File: config.mk
export PLATFORM = sky130hd
export DESIGN_NAME = dac_spi_writer
export DESIGN_NICKNAME = d
export VERILOG_FILES = /design/src/rtl/dac_spi_writer_pkg.sv /design/src/rtl/dac_spi_writer_sclk_gen.sv /design/src/rtl/dac_spi_writer.sv
export SDC_FILE = /design/constraint.sdc
export NUM_CORES = 1
export LEC_CHECK = 0
export BUFFER_PORTS_ARGS = -buffer_cell sky130_fd_sc_hd__buf_2
export CAP_MARGIN = 5
export CORE_MARGIN = 2
export CORE_UTILIZATION = 35
export CTS_CLUSTER_DIAMETER = 80
export DETAILED_ROUTE_END_ITERATION = 16
export GPL_ROUTABILITY_DRIVEN = 0
export PLACE_DENSITY = 0.6
export SYNTH_ARGS = -nofsm -noshare
export SYNTH_HDL_FRONTEND = slang
export SYNTH_SLANG_ARGS = --single-unit
File: constraint.sdc
create_clock -name clk_in -period 2.9 [get_ports clk_in]
set_input_delay 0.29 -clock clk_in [delete_from_list [all_inputs] [get_ports clk_in]]
set_output_delay 0.29 -clock clk_in [all_outputs]
set_load 0.05 [all_outputs]
File: src/rtl/dac_spi_writer_pkg.sv
// Shared definitions for the DAC serial writer.
// Holds the FSM state encoding, the frame width, the code width the frame is
// built around, and the power-down mode codes carried in frame bits [13:12].
package dac_spi_writer_pkg;

    localparam int FRAME_W = 16;
    // Widest supported DAC code; narrower codes are left-aligned in this field.
    localparam int CODE_W  = 12;

    localparam logic [1:0] PD_NORMAL = 2'b00;
    localparam logic [1:0] PD_1K     = 2'b01;
    localparam logic [1:0] PD_100K   = 2'b10;
    localparam logic [1:0] PD_HIZ    = 2'b11;

    typedef enum logic [1:0] {
        ST_IDLE  = 2'd0,
        ST_SETUP = 2'd1,
        ST_SHIFT = 2'd2,
        ST_HOLD  = 2'd3
    } state_t;

endpackage

File: src/rtl/dac_spi_writer_sclk_gen.sv
// SCLK generator for the DAC serial writer.
// Counts DIV clk_in cycles per SCLK half-period while enabled and toggles the
// SCLK level at the end of every half-period. While disabled SCLK is held high
// and the counter is cleared, so every frame starts with a full high phase.
// Ports:
//   clk_in  in   system clock
//   rst_n   in   asynchronous active-low reset
//   en      in   run the half-period counter
//   tick    out  last cycle of the current half-period (SCLK toggles next edge)
//   sclk    out  registered SCLK level
module dac_sclk_gen #(
    parameter int DIV = 1
) (
    input  logic clk_in,
    input  logic rst_n,
    input  logic en,
    output logic tick,
    output logic sclk
);

    localparam int CW = (DIV > 1) ? $clog2(DIV) : 1;
    localparam logic [CW-1:0] CNT_LAST = CW'(DIV - 1);

    logic [CW-1:0] cnt;

    assign tick = en && (cnt == CNT_LAST);

    always_ff @(posedge clk_in or negedge rst_n) begin
        if (!rst_n) begin
            cnt  <= '0;
            sclk <= 1'b1;
        end else if (!en) begin
            cnt  <= '0;
            sclk <= 1'b1;
        end else if (tick) begin
            cnt  <= '0;
            sclk <= ~sclk;
        end else begin
            cnt  <= cnt + 1'b1;
        end
    end

endmodule

File: src/rtl/dac_spi_writer.sv
// Serial writer for a DAC081S101/DAC101S101/DAC121S101-class 3-wire DAC.
// Accepts one parallel code per start/ready handshake and sends it as a
// 16-bit frame {2'b00, pd, din, zero pad}, MSB first, with SCLK = clk_in/(2*DIV).
// Handshake: a frame is accepted on a clk_in rising edge where start && ready;
// ready is high only while idle, and start while busy is dropped, not queued.
// Ports:
//   clk_in  in   system clock
//   rst_n   in   asynchronous active-low reset
//   start   in   frame request
//   pd      in   power-down mode for the frame
//   din     in   DAC code, captured at acceptance
//   ready   out  idle, may accept a frame
//   busy    out  inverse of ready
//   done    out  one-cycle pulse once the frame and SYNC high time complete
//   sync_n  out  DAC SYNC, active low
//   sclk    out  DAC SCLK, idles high
//   sdo     out  DAC DIN, changes only on SCLK rising edges
module dac_spi_writer
    import dac_spi_writer_pkg::*;
#(
    parameter int DIV         = 1,
    parameter int T_SYNC_HIGH = 2,
    parameter int DATA_W      = 8
) (
    input  logic              clk_in,
    input  logic              rst_n,
    input  logic              start,
    input  logic [1:0]        pd,
    input  logic [DATA_W-1:0] din,
    output logic              ready,
    output logic              busy,
    output logic              done,
    output logic              sync_n,
    output logic              sclk,
    output logic              sdo
);

    localparam int HW = (T_SYNC_HIGH > 1) ? $clog2(T_SYNC_HIGH) : 1;
    localparam logic [HW-1:0] HOLD_LAST = HW'(T_SYNC_HIGH - 1);

    state_t             state;
    state_t             next_state;
    logic [FRAME_W-1:0] shreg;
    logic [FRAME_W-1:0] frame;
    logic [CODE_W-1:0]  code;
    logic [3:0]         bit_cnt;
    logic [HW-1:0]      hold_cnt;
    logic               tick;
    logic               sclk_en;
    logic               accept;
    logic               rise_evt;
    logic               last_bit;
    logic               ready_d;
    logic               done_d;
    logic               sync_n_d;
    logic               sdo_d;

    // Narrow codes sit left-aligned in the 12-bit field with zero padding below.
    assign code  = CODE_W'(din) << (CODE_W - DATA_W);
    assign frame = {2'b00, pd, code};

    assign accept  = (state == ST_IDLE) && start;
    // SETUP is the first SCLK high phase, so the generator runs from SETUP on.
    assign sclk_en = (state == ST_SETUP) || (state == ST_SHIFT);
    // A tick while SCLK is low ends a low phase: SCLK rises on the next edge.
    assign rise_evt = (state == ST_SHIFT) && tick && !sclk;
    assign last_bit = (bit_cnt == 4'd15);

    dac_sclk_gen #(
        .DIV (DIV)
    ) u_sclk_gen (
        .clk_in (clk_in),
        .rst_n  (rst_n),
        .en     (sclk_en),
        .tick   (tick),
        .sclk   (sclk)
    );

    // State register and registered outputs.
    always_ff @(posedge clk_in or negedge rst_n) begin
        if (!rst_n) begin
            state  <= ST_IDLE;
            ready  <= 1'b1;
            busy   <= 1'b0;
            done   <= 1'b0;
            sync_n <= 1'b1;
            sdo    <= 1'b0;
        end else begin
            state  <= next_state;
            ready  <= ready_d;
            busy   <= ~ready_d;
            done   <= done_d;
            sync_n <= sync_n_d;
            sdo    <= sdo_d;
        end
    end

    // Next-state logic.
    always_comb begin
        next_state = state;
        case (state)
            ST_IDLE:  if (start)                     next_state = ST_SETUP;
            ST_SETUP: if (tick)                      next_state = ST_SHIFT;
            // The 16th low phase ends with SYNC rising instead of a high phase.
            ST_SHIFT: if (rise_evt && last_bit)      next_state = ST_HOLD;
            ST_HOLD:  if (hold_cnt == HOLD_LAST)     next_state = ST_IDLE;
            default:                                 next_state = ST_IDLE;
        endcase
    end

    // Output logic: next values of the registered outputs.
    always_comb begin
        ready_d  = (next_state == ST_IDLE);
        done_d   = (state == ST_HOLD) && (next_state == ST_IDLE);
        sync_n_d = !((next_state == ST_SETUP) || (next_state == ST_SHIFT));
        sdo_d    = 1'b0;
        case (next_state)
            ST_SETUP: sdo_d = (state == ST_IDLE) ? frame[FRAME_W-1] : sdo;
            ST_SHIFT: sdo_d = rise_evt ? shreg[FRAME_W-2] : sdo;
            default:  sdo_d = 1'b0;
        endcase
    end

    // Shift register, bit counter and SYNC high-time counter.
    always_ff @(posedge clk_in or negedge rst_n) begin
        if (!rst_n) begin
            shreg    <= '0;
            bit_cnt  <= '0;
            hold_cnt <= '0;
        end else begin
            if (accept) begin
                shreg   <= frame;
                bit_cnt <= '0;
            end else if (rise_evt && !last_bit) begin
                shreg   <= {shreg[FRAME_W-2:0], 1'b0};
                bit_cnt <= bit_cnt + 4'd1;
            end
            hold_cnt <= (state == ST_HOLD) ? hold_cnt + 1'b1 : '0;
        end
    end

endmodule
Yosys cells after proc, flatten, opt, wreduce, memory -nomap -nowiden
Index checks and enable logic that the tools add are counted.
{"block": "classes", "add_sub_neg": 3, "eq_ne": 9, "n_mux": 17, "bitwise_logic": 3, "n_reduce_logical": 16}
{"op": "$mux 15", "count": 2}
{"op": "$mux 2", "count": 4}
{"op": "$mux 4", "count": 2}
{"op": "$pmux 2 s4", "count": 1}
{"op": "$logic_and 1x1->1", "count": 7}
{"op": "$mux 1", "count": 7}
{"op": "$eq 2x2->1 const B", "count": 3}
{"op": "$ne 2x2->1 const B", "count": 3}
{"op": "$add 4x1->4 const B", "count": 1}
{"op": "$eq 2x1->1 const B", "count": 2}
{"op": "$eq 4x4->1 const B", "count": 1}
{"op": "$logic_not 2->1", "count": 2}
{"op": "$logic_not 1->1", "count": 3}
{"op": "$not 1->1", "count": 3}
{"op": "$add 1x1->1 const B", "count": 2}
{"op": "$logic_or 1x1->1", "count": 2}
{"op": "$pmux 1 s2", "count": 1}
{"op": "$reduce_and 2->1", "count": 1}
{"op": "$reduce_bool 2->1", "count": 1}
{"block": "totals", "regBits": 29, "inputBits": 13, "output_inout_bits": 6, "word_cells": 59}

Logic depth before layout (Yosys ltp)
{"block": "depth", "depth_word": 11, "ltp_mapped": 11}

Modules after synthesis
A second synthesis with hierarchy kept.
{"block": "hier_totals", "hier_cells": 128, "hier_area_um2": 1214.9}
{"module": "dac_spi_writer", "n_inst": 1, "cells_per_inst": 122, "area_each_um2": 1138.6}
{"module": "dac_sclk_gen", "n_inst": 1, "cells_per_inst": 6, "area_each_um2": 76.3}

Worst setup path after synthesis
OpenSTA, ideal clock, no wires.
{"block": "synth_timing", "path_type": "register to register", "start": "reg state[0]", "end": "reg sdo", "setup_time_ns": 0.122, "arrival_ns": 1.962, "required_time_ns": 2.778, "slack_ns": 0.816, "stages_incl_launch_ff": 11, "path_buffers": 0, "synth_period_minus_slack_ns": 2.084, "cell_sequence": "dfrtp_1 -> inv_1 -> ha_1 -> nand4bb_1 -> nor3_1 -> o31a_1 -> ha_1 -> inv_1 -> o21ai_0 -> o21ai_0 -> a32o_1"}
{"block": "synth_via", "elab_chain_cells": 11, "word_cells_on_any_way": 20, "classes_between": "eq/ne: 7; mux: 6; reduce/logical: 7"}
{"element": "from (decl)", "line_no": "dac_spi_writer.sv:41", "text": "state_t state;"}
{"element": "from (signal assigned)", "line_no": "dac_spi_writer.sv:89", "text": "state <= next_state;"}
{"element": "$eq 2x1->1 or $eq 2x2->1 (tied branches)", "line_no": "dac_spi_writer.sv:64, dac_spi_writer.sv:101, dac_spi_writer.sv:66"}
{"element": "$logic_or 1x1->1", "line_no": "dac_spi_writer.sv:64", "text": "assign sclk_en = (state == ST_SETUP) || (state == ST_SHIFT);"}
{"element": "$logic_and 1x1->1", "line_no": "dac_spi_writer_sclk_gen.sv:26", "text": "assign tick = en && (cnt == CNT_LAST);"}
{"element": "$logic_and 1x1->1 (2 in a row)", "line_no": "dac_spi_writer.sv:66", "text": "assign rise_evt = (state == ST_SHIFT) && tick && !sclk;"}
{"element": "$logic_and 1x1->1", "line_no": "dac_spi_writer.sv:105", "text": "ST_SHIFT: if (rise_evt && last_bit) next_state = ST_HOLD;"}
{"element": "$mux 2", "line_no": "dac_spi_writer.sv:105"}
{"element": "$pmux 2 s4 *", "line_no": "dac_spi_writer.sv:101", "text": "case (state)"}
{"element": "via next_state[0]", "line_no": "dac_spi_writer.sv:42", "text": "state_t next_state;"}
{"element": "$eq 2x1->1 or $eq 2x2->1 (tied branches)", "line_no": "dac_spi_writer.sv:117", "text": "case (next_state)"}
{"element": "$ne 2x2->1 (no source line)"}
{"element": "$reduce_and 2->1 (no source line)"}
{"element": "to (signal assigned)", "line_no": "dac_spi_writer.sv:94", "text": "sdo <= sdo_d;"}
{"element": "to (decl)", "line_no": "dac_spi_writer.sv:35", "text": "output logic sdo"}
The timed path passes the listed nets; every way through them passes the cells marked *.
A chain may end at the register's enable or synchronous reset.

Worst setup path after layout
Ends and elaborated chain as after synthesis.

==> metrics <==
Port-buffer cells 18; placed cells 180; Area Overhead vs Synth 12.92%; GR Overflow Total 0; Switching Power 553.4 uW; Setup TNS 0 ns; leak pwr 0.7204 nW; non-filler instance count after layout 185; Worst-Margin Slew 0.7406 ns; H-tree Lvls 1; max cap viols 0; crit path DAT 2.66 ns; XOR/XNOR Fraction of Synth Area 1.392%; P_int 737.4 uW; DRT Wirelength 2224 um; num rows 21; ANT nets after route 0; post-synthesis average cell area 10.49 um2; Post-synth ARST share 100.0%; root buffer cell clkbuf_4; DRT iter0 DRCs 26; Post-synth EDFFs 0; RSZ-0062 raised after global routing false; cell area after synthesis 1259 um2; outcome finished clean; dpl cell area 1384 um2; largest net degree at the start of global routing 26; setup bufs post-CTS 0; main flop type after synthesis dfrtp_1; gr usage total 12.21%; critical path, cell by cell inv_1, ha_1, nand4bb_1, nor3_1, o31a_1, ha_1, inv_1, o21ai_0, o21ai_0, a32o_1; # IOs 19; die footprint 4092 um2; cell family contributing the most delay on the critical path compound AO/OA/AOI/OAI gates; Setup crit end kind flop; Layout Nets 163; Worst-path clk slew 0.14 ns; first-pass GRT wire length 3946 um; skew final 0.01923 ns; Die Ht 63.97 um; Max Slew Vio Count 0; Clock Latency Late Sink 0.32 ns; pwr dens 908.1 nW/um2; tightest hold margin 0.1718 ns; share of layout cells above drive strength 1 20.86%; WHS Path Cells 3; CP max FO 5; Core Area 3390 um2; Crit Path Class flop to flop; Rel. slew slack 50.63%; critical path depth in cells 10; hold_buf cts 1; Worst Path Buf+Inv 2; Gate Count Post-Synth 120; Post-Synth Simple-Gate Area 15.51%; final hold vios 0; initial antenna violation count 0; vias in the first global route 860; chip width 63.97 um; post-CTS sizing 0; VDD IR max 0.0002631 V; Vias/cell 4.849; # diodes 0; post-DP HPWL 1651 um; HP Class input pin to flop; Sw Share 42.87%; # DRC 0; total number of vias 897; synth unique cells 30; Synth Area in Adders 9.940%; post-synthesis compound-gate area fraction 11.83%; FF+latch count, synth 25; First-pass DRT Iterations 6; Slowest-stage cell, CP dfrtp_1; minimum clock period 2.434 ns; Critical Path Start Type flop; Comb pwr share 45.8%; mux cell area share after synthesis 7.157%; sequential power share 42.5%; synth warn 0; Max Fclk 410.8 MHz; wire per inst 12.02 um; initial core utilization 37.14%; clk sinks 25; sequential area share after synthesis 50.00%; Design Area, Final 1421 um2; clock power share 11.8%; CTS tree built; CTS Buf Count 3; main combinational cell family by area after synthesis simple AND/OR/NAND/NOR gates; Clock Tree Buf Depth 2; # setup viols final 0; crit-path max cell delay 0.45 ns; final period utilization 83.93%; Critical Path RT 3.12 ns; fillcell total 339; Reg2Reg Setup Slack 0.47 ns; r2r worst-path depth 10; syn_nets 143
[worst register-to-register path, stage by stage (launching register included)]
cell and delay [ns]:
dfrtp_1 0.45, inv_1 0.14, ha_1 0.39, nand4bb_1 0.23
nor3_1 0.29, o31a_1 0.20, ha_1 0.17, inv_1 0.04
o21ai_0 0.14, o21ai_0 0.09, a32o_1 0.21
[synth_stat cells (all sizes together) (2+ instances only)]
cell | instances | share of area, %
nor2 | 3 | 0.89
inv | 7 | 2.1
a31oi | 2 | 0.99
xor2 | 2 | 1.4
nor3 | 3 | 1.2
mux2i | 9 | 7.2
and2 | 3 | 1.5
a21oi | 4 | 1.6
ha | 10 | 9.9
clkbuf | 3 | 0.89
nand2 | 19 | 6.3
dfrtp | 22 | 44
o21ai | 12 | 4.8
nand3 | 5 | 2.0
dfstp | 3 | 6.3
[power groups by stage]
stage / Sequential, mW / Clock (mW) / Combinational [mW]
after CTS: 0.549 / 0.163 / 0.596
after global routing: 0.563 / 0.175 / 0.669
after floorplan: 0.640 / 0 / 0.368
final: 0.548 / 0.152 / 0.591
after detailed placement: 0.557 / 0 / 0.592
after global placement: 0.549 / 0 / 0.566
[cells in the final DEF, fill, tap and decap left out, drive strengths merged]
master,netlist,routed
inv,7,7
nand2b,1,1
a32o,1,1
nand2,19,19
o211ai,1,1
a21oi,4,4
a31o,1,1
dlygate4sd3,0,1
a31oi,2,2
dfrtp,22,22
o21ai,12,12
and2,3,3
nand4bb,1,1
clkbuf,3,3
nand3,5,5
or3,1,1
o31a,1,1
conb,1,1
nor2b,1,1
dfstp,3,3
nor2,3,3
ha,10,10
mux2i,9,9
o31ai,1,1
buf,1,18
xor2,2,2
and4bb,1,1
o41ai,1,1
clkinv,0,1
nor3,3,3
[state kept, by name, indices dropped and copies added (netlist names)]
signal / count
u_sclk_gen.cnt: 1
hold_cnt: 1
done: 1
busy: 1
u_sclk_gen.sclk: 1
shreg: 11
bit_cnt: 4
sdo: 1
sync_n: 1
state: 2
ready: 1
[routing by layer]
layer / part of all wire [%] / global-route usage (%) / up-vias
li1: - / - / 456
met1: 46 / 15.21 / 419
met2: 49 / 20.31 / 16
met3: 2.8 / 2.113 / 6
met4: 2.1 / 5.978 / 0
met5: 0 / 0 / -
[path summary, 6_finish.rpt]
path | endpoint | start
setup / recovery | sdo$_DFFE_PN0P_ | state[0]$_DFF_PN0_
max in group asynchronous | shreg[10]$_DFFE_PN0P_ | rst_n
setup reg to reg | sdo$_DFFE_PN0P_ | state[0]$_DFF_PN0_
min in group asynchronous | state[1]$_DFF_PN0_ | rst_n
hold reg to reg | hold_cnt$_DFF_PN0_ | hold_cnt$_DFF_PN0_
hold / removal | shreg[4]$_DFFE_PN0P_ | din[0]
[cell type report]
type | instances | area [um2] | share of cell area, %
sequential | 25 | 629.4 | 44.28
timing repair buffer | 19 | 100.1 | 7.042
tap | 46 | 57.56 | 4.049
clock inverter | 1 | 5.005 | 0.3521
multi-input combinational | 84 | 580.6 | 40.85
inverter | 7 | 26.28 | 1.849
clock buffer | 3 | 22.52 | 1.585
[stage by stage]
step,worst slack (ns),total power [mW],utilization (%)
2_1_floorplan,0.8161,1.008,-
3_3_place_gp,0.6728,1.115,40.83
3_5_place_dp,0.5220,1.149,40.83
4_1_cts,0.5011,1.307,41.93
5_1_grt,0.2432,1.407,41.93
6_report,0.4659,1.291,41.93
[cells by family (layout without fill, tap and decap cells)]
| kind of cell | count (synthesis) | count (layout) |
|---|---|---|
| buffers and inverters | 11 | 30 |
| adder cells (fa/ha/maj) | 10 | 10 |
| other | 1 | 1 |
| XOR/XNOR | 2 | 2 |
| multiplexers | 9 | 9 |
| flip-flops | 25 | 25 |
| AO/OA/AOI/OAI | 24 | 24 |
| AND/OR/NAND/NOR | 38 | 38 |
No activity file was read; power rests on OpenSTA's default activity.
